**src/rtl/traffic_pkg.sv**
```systemverilog
// Shared types for the road phase sequencer: lamp phase encoding and FSM state.
package traffic_pkg;

  localparam logic [1:0] PH_ALL_RED = 2'b00;
  localparam logic [1:0] PH_GREEN   = 2'b01;
  localparam logic [1:0] PH_YELLOW  = 2'b10;

  typedef enum logic [1:0] {
    IDLE,
    GREEN,
    YELLOW,
    ALL_RED
  } state_e;

  // IDLE shows all-red so the intersection is safe before the first tick.
  function automatic logic [1:0] phase_of(input state_e st);
    case (st)
      GREEN:   phase_of = PH_GREEN;
      YELLOW:  phase_of = PH_YELLOW;
      default: phase_of = PH_ALL_RED;
    endcase
  endfunction

endpackage

```
**src/rtl/rr_next_sel.sv**
```systemverilog
// Rotate-priority search: first road after cur (wrapping) whose request bit is set.
module rr_next_sel #(
  parameter  int N_ROADS = 4,
  localparam int ROAD_W  = $clog2(N_ROADS)
) (
  input  logic [ROAD_W-1:0]  cur,
  input  logic [N_ROADS-1:0] req,
  output logic               found,
  output logic [ROAD_W-1:0]  next
);

  logic [ROAD_W-1:0] idx;

  // NOTE: every combinational output gets a default first so no path can infer a latch.
  always_comb begin
    found = 1'b0;
    next  = cur;
    idx   = cur;
    // Walk from farthest to nearest so the nearest requesting road wins; own road is never visited.
    for (int k = N_ROADS - 1; k >= 1; k--) begin
      idx = ROAD_W'((int'(cur) + k) % N_ROADS);
      if (req[idx]) begin
        found = 1'b1;
        next  = idx;
      end
    end
  end

endmodule

```
**src/rtl/road_phase_sequencer.sv**
```systemverilog
// Round-robin traffic phase sequencer with demand skipping.
// Optional emergency override enabled by defining PRIORITY_OVERRIDE_EN.
module road_phase_sequencer
  import traffic_pkg::*;
#(
  parameter  int N_ROADS  = 4,
  parameter  int CNT_W    = 6,
  parameter  int YELLOW_T = 3,
  localparam int ROAD_W   = $clog2(N_ROADS)
) (
  input  logic               clk,
  input  logic               rst_n,
  input  logic               seq_en,
  input  logic               tick,
  input  logic [CNT_W-1:0]   cfg_green,
  input  logic [N_ROADS-1:0] road_req,
`ifdef PRIORITY_OVERRIDE_EN
  input  logic               emg_req,
  input  logic [ROAD_W-1:0]  emg_road,
`endif
  output logic [ROAD_W-1:0]  current_road,
  output logic [1:0]         phase,
  output logic [CNT_W-1:0]   time_left,
  output logic               road_switch
);

  localparam logic [CNT_W-1:0] YELLOW_LEN = CNT_W'(YELLOW_T);
  localparam logic [CNT_W-1:0] ONE        = CNT_W'(1);

  state_e            state_q, state_d;
  logic [CNT_W-1:0]  timer_q, timer_d;
  logic [ROAD_W-1:0] road_q, road_d;
  logic [ROAD_W-1:0] target_q, target_d;
  logic              switch_q, switch_d;

  logic              adv;
  logic [CNT_W-1:0]  green_len;
  logic              rr_found;
  logic [ROAD_W-1:0] rr_next;
  logic              emg_valid;
  logic [ROAD_W-1:0] emg_tgt;

  assign adv       = seq_en && tick;
  assign green_len = (cfg_green == '0) ? ONE : cfg_green;

`ifdef PRIORITY_OVERRIDE_EN
  // Out-of-range emergency targets are ignored outright.
  assign emg_valid = emg_req && (int'(emg_road) < N_ROADS);
  assign emg_tgt   = emg_road;
`else
  assign emg_valid = 1'b0;
  assign emg_tgt   = '0;
`endif

  rr_next_sel #(.N_ROADS(N_ROADS)) u_rr_next_sel (
    .cur   (road_q),
    .req   (road_req),
    .found (rr_found),
    .next  (rr_next)
  );

  always_comb begin
    state_d  = state_q;
    timer_d  = timer_q;
    road_d   = road_q;
    target_d = target_q;
    switch_d = 1'b0;
    if (seq_en) begin
      if (emg_valid && (state_q == YELLOW || state_q == ALL_RED))
        target_d = emg_tgt;
      if (adv) begin
        case (state_q)
          IDLE: begin
            // The first green counts as a new road, so it pulses road_switch too.
            state_d  = GREEN;
            road_d   = '0;
            timer_d  = green_len;
            switch_d = 1'b1;
          end
          GREEN: begin
            if (emg_valid && emg_tgt != road_q) begin
              state_d  = YELLOW;
              timer_d  = YELLOW_LEN;
              target_d = emg_tgt;
            end else if (emg_valid) begin
              timer_d = timer_q;
            end else if (timer_q == ONE) begin
              if (rr_found) begin
                state_d  = YELLOW;
                timer_d  = YELLOW_LEN;
                target_d = rr_next;
              end else begin
                timer_d = green_len;
              end
            end else begin
              timer_d = timer_q - ONE;
            end
          end
          YELLOW: begin
            if (timer_q == ONE) begin
              state_d = ALL_RED;
              timer_d = ONE;
            end else begin
              timer_d = timer_q - ONE;
            end
          end
          ALL_RED: begin
            state_d  = GREEN;
            road_d   = target_d;
            timer_d  = green_len;
            switch_d = 1'b1;
          end
          default: state_d = IDLE;
        endcase
      end
    end
  end

  // NOTE: sequential state uses non-blocking assignments so all registers update together.
  always_ff @(posedge clk or negedge rst_n) begin
    if (!rst_n) begin
      state_q  <= IDLE;
      timer_q  <= '0;
      road_q   <= '0;
      target_q <= '0;
      switch_q <= 1'b0;
    end else begin
      state_q  <= state_d;
      timer_q  <= timer_d;
      road_q   <= road_d;
      target_q <= target_d;
      switch_q <= switch_d;
    end
  end

  assign current_road = road_q;
  assign phase        = phase_of(state_q);
  assign time_left    = timer_q;
  assign road_switch  = switch_q;

endmodule

```
**config.mk**
```make
export PLATFORM = sky130hd
export DESIGN_NAME = road_phase_sequencer
export DESIGN_NICKNAME = d
export VERILOG_FILES = /design/src/rtl/traffic_pkg.sv /design/src/rtl/rr_next_sel.sv /design/src/rtl/road_phase_sequencer.sv
export SDC_FILE = /design/constraint.sdc
export NUM_CORES = 1
export LEC_CHECK = 0
export CORE_AREA = 2 2 52 54
export CTS_BUF_LIST = sky130_fd_sc_hd__clkbuf_2
export CTS_CLUSTER_SIZE = 20
export DETAILED_ROUTE_END_ITERATION = 8
export DIE_AREA = 0 0 54 56
export PLACE_DENSITY_LB_ADDON = 0.08
export SKIP_LAST_GASP = 1
export SYNTH_ARGS = -nofsm -noshare
export SYNTH_HDL_FRONTEND = slang
export SYNTH_SLANG_ARGS = --single-unit
export TNS_END_PERCENT = 30
```
**constraint.sdc**
```tcl
create_clock -name clk -period 5.4 [get_ports clk]
set_input_delay 1.35 -clock clk [delete_from_list [all_inputs] [get_ports clk]]
set_output_delay 1.35 -clock clk [all_outputs]
set_load 0.05 [all_outputs]
```
==> flow_metrics.tcl <==
set metrics [dict create \
    power.density_nw_per_um2 546 \
    period_needed_ns 3.40 \
    status "finished clean" \
    tightest_slew_ns 0.638 \
    criticalPathCategory "flop to primary output" \
    synth_nets 125 \
    yosys.area_share.simple_pct 22.0 \
    ys_types 39 \
    grt_overflow 0 \
    fin_util_pct 50.0 \
    avgSynthCellArea_um2 8.78 \
    crit_fanout 9 \
    vias_per_cell 5.44 \
    cts_tree "done" \
    io_buffers 24 \
    cts.htree.levels 1 \
    tns_ns 0 \
    ant_nets 0 \
    crit_arrival_ns 2.05 \
    die_y_um 56 \
    async_flop_share_pct 100 \
    drc_errors 0 \
    hold_path.class "flop to flop" \
    fmax_mhz 294 \
    syn_to_final_growth_pct 31.9 \
    final-instance-count-excl-fill 162 \
    finalSetupViolations 0 \
    end_kind "primary output" \
    cts_sinks 13 \
    fin_worst_skew_ns 0.00744 \
    hold_violations 0 \
    fp-row-count 18 \
    ys.flop_type "dfrtp_1" \
    yosysWarnings 0 \
    grtUsageTotal_pct 17.2 \
    required_ns 4.05 \
    leakagePower_nw 0.533 \
    nNetsFinal 153 \
    grt_max_degree 14 \
    start_util_pct 37.9 \
    grt_first_pass_wirelength_um 3880 \
    path_clk_slew_ns 0.13 \
    maxSlewHeadroom_pct 57.3 \
    drv_slew 0 \
    rsz0062_at_grt "false" \
    drt-initial-drc-count 33 \
    synth_area_um2 922 \
    gp_congestion 0.837 \
    crit_path_max_incr_delay_ns 0.87 \
    clk_latency_ns 0.28 \
    cts_inserted_buffers 3 \
    clk_path_buf_depth 2 \
    crit_chain "inv_1, ha_1, clkdlybuf4s50_1" \
    hold_slack_ns 0.528 \
    antenna_found_initial 0 \
    dp_hpwl_um 1720 \
    ir_drop_mv 0.322 \
    fp.dieW_um 54 \
    dp.cells 158 \
    yosys.area_share.xor_xnor_pct 0 \
    worstSetupStartpointType "flop" \
    critPathSlowestCell "clkdlybuf4s50_1" \
    synth_top_family_by_area "compound AO/OA/AOI/OAI gates" \
    synth_mux_area_share_pct 6.51 \
    post_cts_resized 0 \
    routed_wl_um 2320 \
    drive_gt1_share_pct 9.85 \
    firstDrtPassIters 4 \
    synth-compound-area-share_pct 24.8 \
    ctsHoldBuffers 0 \
    synth_fa_ha_area_share_pct 8.14 \
    cts_setup_buffers 0 \
    post_drt_wl_per_cell_um 14.3 \
    core_area_um2 2430 \
    ys_ff_latch 13 \
    die-area_um2 3020 \
    seq_area_frac_synth_pct 35.3 \
    vias 881 \
    grt_pass1_vias 830 \
    drv_cap 0 \
    io_pins 25 \
    period_share_pct 62.9 \
    synth_edf_count 0 \
    synthCells 105 \
    num_antenna_cells 0 \
    cts_root_buffer "clkbuf_2" \
]
[layout by cell type, fill, tap and decap left out, types with 4 or more instances in the layout]
cell type        netlist  final
a21oi_1                4      4
ha_1                   6      6
dfrtp_1               13     13
nand2_1               13     13
o21ai_0                9      9
inv_1                  7      7
nor2_1                 8      8
clkbuf_2               0      4
nor3_1                 4      4
clkdlybuf4s50_1        0     24
[cell families (layout without fill, tap and decap cells)]
group                      count (synthesis)  after routing
and+or+nand+nor                           41             41
AOI/OAI and AO/OA                         32             32
DFF                                       13             13
buffers and inverters                      8             35
adders and majority gates                  6              6
muxes                                      5              5
[flip-flops by register name (all words and copies together), names as in the netlist]
signal        cells
time_left         6
current_road      2
state_q           2
target_q          2
road_switch       1
[layout make-up]
class | count | area (µm²)
sequential | 13 | 325
tap | 30 | 37.5
timing repair buffer | 24 | 240
multi-input combinational | 84 | 567
fill | 251 | 1220
inverter | 7 | 26.3
clock buffer | 4 | 20.0
[stage by stage]
step | cell area [µm²] | total power, mW | setup slack [ns]
2_1_floorplan | 922 | 0.486 | 2.82
6_report | 1220 | 0.664 | 2.00
3_3_place_gp | 1200 | 0.611 | 2.28
4_1_cts | 1220 | 0.667 | 2.00
3_5_place_dp | 1200 | 0.610 | 2.28
5_1_grt | 1220 | 0.721 | 1.87
[critical path: cells and delay by family, from the launching register on]
| kind | cells | cell delay (ns) |
|---|---|---|
| DFF | 1 | 0.42 |
| adders and majority gates | 1 | 0.36 |
| buffers and inverters | 2 | 0.98 |
[metal layers]
layer | routed length, µm | share of wire (%) | global-route usage (%)
met5 | 0 | 0 | 0
met4 | 33 | 1.4 | 5.36
met3 | 188 | 8.1 | 4.30
met2 | 942 | 41 | 23.5
met1 | 1150 | 50 | 26.0
[final timing paths]
kind                                               start                       end  slack, ns  cells past startpoint
worst min-delay path             target_q[1]$_DFFE_PN0P_   target_q[1]$_DFFE_PN0P_       0.53                      1
worst max register to register  time_left[1]$_DFFE_PN0P_   target_q[1]$_DFFE_PN0P_       3.44                      7
worst max-delay path              state_q[1]$_DFFE_PN0P_                  phase[0]       2.00                      3
min in group asynchronous                          rst_n  time_left[0]$_DFFE_PN0P_       1.45                      1
worst min register to register   target_q[1]$_DFFE_PN0P_   target_q[1]$_DFFE_PN0P_       0.53                      1
max in group asynchronous                          rst_n    state_q[1]$_DFFE_PN0P_       3.54                      1
[cells in the mapped netlist, types with 2 or more instances]
master,instances,area share (%)
a21oi_1,4,2.2
a221o_2,3,3.7
dfrtp_1,13,35
ha_1,6,8.1
inv_1,7,2.8
mux2_4,2,3.3
mux2i_1,3,3.3
nand2_1,13,5.3
nand2b_1,2,1.4
nand3_1,2,1.1
nor2_1,8,3.3
nor2b_1,3,2.0
nor3_1,4,2.2
o21ai_0,9,4.9
o22ai_1,2,1.4
[power by group]
part           total (mW)  switching, mW  leakage [nW]  internal (mW)
registers           0.187         0.0510         0.166          0.136
clock network      0.0533         0.0337        0.0166         0.0196
logic               0.424          0.256         0.350          0.167
No activity file was read; power rests on OpenSTA's default activity.
==> variant (config.mk and constraints unchanged) <==
Build with the macro `PRIORITY_OVERRIDE_EN` defined.
--- a/src/rtl/road_phase_sequencer.sv
+++ b/src/rtl/road_phase_sequencer.sv
@@ -1,5 +1,7 @@
 // Round-robin traffic phase sequencer with demand skipping.
 // Optional emergency override enabled by defining PRIORITY_OVERRIDE_EN.
+`define PRIORITY_OVERRIDE_EN
+
 module road_phase_sequencer
   import traffic_pkg::*;
 #(
Interface: changed (added emg_req and emg_road); port bits go from 25 to 28. No check against the original RTL was run, so the function may have changed too.
==> variant against the original RTL <==
Combinational power is 29% higher; worst hold slack better by 0.042 ns; sequential share of layout area is 4.8 points lower; sequential cell count stayed put; area after synthesis is 28% higher; final area is 22% higher; die area stayed put; power is 20% higher; fmax is 2.2% lower; wire length is 31% higher; via count is 31% higher; setup slack worse by 0.075 ns; critical endpoint unchanged; largest cell class unchanged.
==> variant: results <==
export IMPL_netlist_top_cells_count="nand2_1, dfrtp_1, nor2_1"
export IMPL_cp_endpoint="phase[0]"
export IMPL_detail_route_wirelength_um=3030
export IMPL_hold_path_endpoint="time_left[1]$_DFFE_PN0P_"
export IMPL_met3_usage=0.02419
export IMPL_grtUsageTotal=0.2158
export IMPL_yosysSeqAreaShare=0.2748
export IMPL_relSlewSlack=0.5483
export IMPL_status="finished, final reports clean"
export IMPL_grt_use_met1=0.2960
export IMPL_synth_area_leaders="dfrtp_1, mux2i_1, ha_1"
export IMPL_ys_warn_count=0
export IMPL_r2r_slack_ns=3.06
export IMPL_grt_pass1_vias=1080
export IMPL_drt_iter0_drc=33
export IMPL_port_buffers=27
export IMPL_cp_arrival_ns=2.12
export IMPL_gp_congestion=0.8710
export IMPL_drt_first_pass_iters=6
export IMPL_routed_via_density=6.063
export IMPL_critPathMaxFanout=13
export IMPL_gr_usage_met2=0.3484
export IMPL_drive_above_1_share=0.08125
export IMPL_nNetsFinal=184
export IMPL_leakagePower_nw=0.6385
export IMPL_reg2reg_depth=6
export IMPL_ys_types=50
export IMPL_grt_pass1_wl_um=4981
export IMPL_timing_rr_end="target_q[1]$_DFFE_PN0P_"
export IMPL_dpl_hpwl_um=2284
export IMPL_hold_start="time_left[1]$_DFFE_PN0P_"
export IMPL_fin_skew_ns=0.004625
export IMPL_hold_depth=2
export IMPL_period_share=0.6428
export IMPL_pre_cts_slack_ns=1.949
export IMPL_syn_nets=158
export IMPL_peakVddDrop_uv=332.7
variant: changes by cell type in the layout (fill, tap and decap cells not counted), moves of 3 or more:
| cell | change |
|---|---|
| nor3b_1 | +3 |
| o21ai_0 | -5 |
| clkdlybuf4s50_1 | +3 |
| a31oi_1 | +3 |
| mux2i_1 | +5 |
| xor2_1 | +4 |
| a221o_2 | -3 |
variant: report_power, final:
part	switching [W]	internal [W]
Combinational	0.000331	0.000214
Clock	0.0000339	0.0000196
Sequential	0.0000559	0.000138
variant: layout make-up:
type / instances / area [sq um]
fillers: 215 / 952.2
multi-input cells: 109 / 800.8
inverters: 7 / 26.28
repair buffers: 27 / 270.3
clock buffers: 4 / 20.02
flip-flops and latches: 13 / 325.3
well taps: 30 / 37.54
variant: cells by family (layout without fill, tap and decap cells):
kind of cell	count (synthesis)	count (layout)	share of synthesized area
AND/OR/NAND/NOR	52	52	0.2463
AO/OA/AOI/OAI	36	36	0.2431
flip-flops	13	13	0.2748
buffers and inverters	13	38	0.04862
multiplexers	10	10	0.08668
adder cells (fa/ha/maj)	6	6	0.06342
XOR/XNOR	5	5	0.03700
variant: critical path, cell delays in order (launching register included):
cell and delay, ns:
dfrtp_1 0.44, inv_1 0.10, ha_1 0.41, clkdlybuf4s50_1 0.88
variant: layer usage:
layer,routed length [um],vias up,part of all wire
li1,-,558,-
met1,1397,549,0.46
met2,1421,40,0.47
met3,174,5,0.057
met4,36,0,0.012
met5,0,-,0
variant: through the flow:
stage	cell area, sq um	instances	hold WS [ns]	power (W)
after floorplan	1184	135	0.5361	0.0005924
after global placement	1460	186	0.5358	0.0007334
after detailed placement	1460	186	0.5409	0.0007384
after CTS	1480	190	0.5704	0.0007965
after global routing	1480	190	0.6073	0.0008564
final	1480	190	0.5703	0.0007930
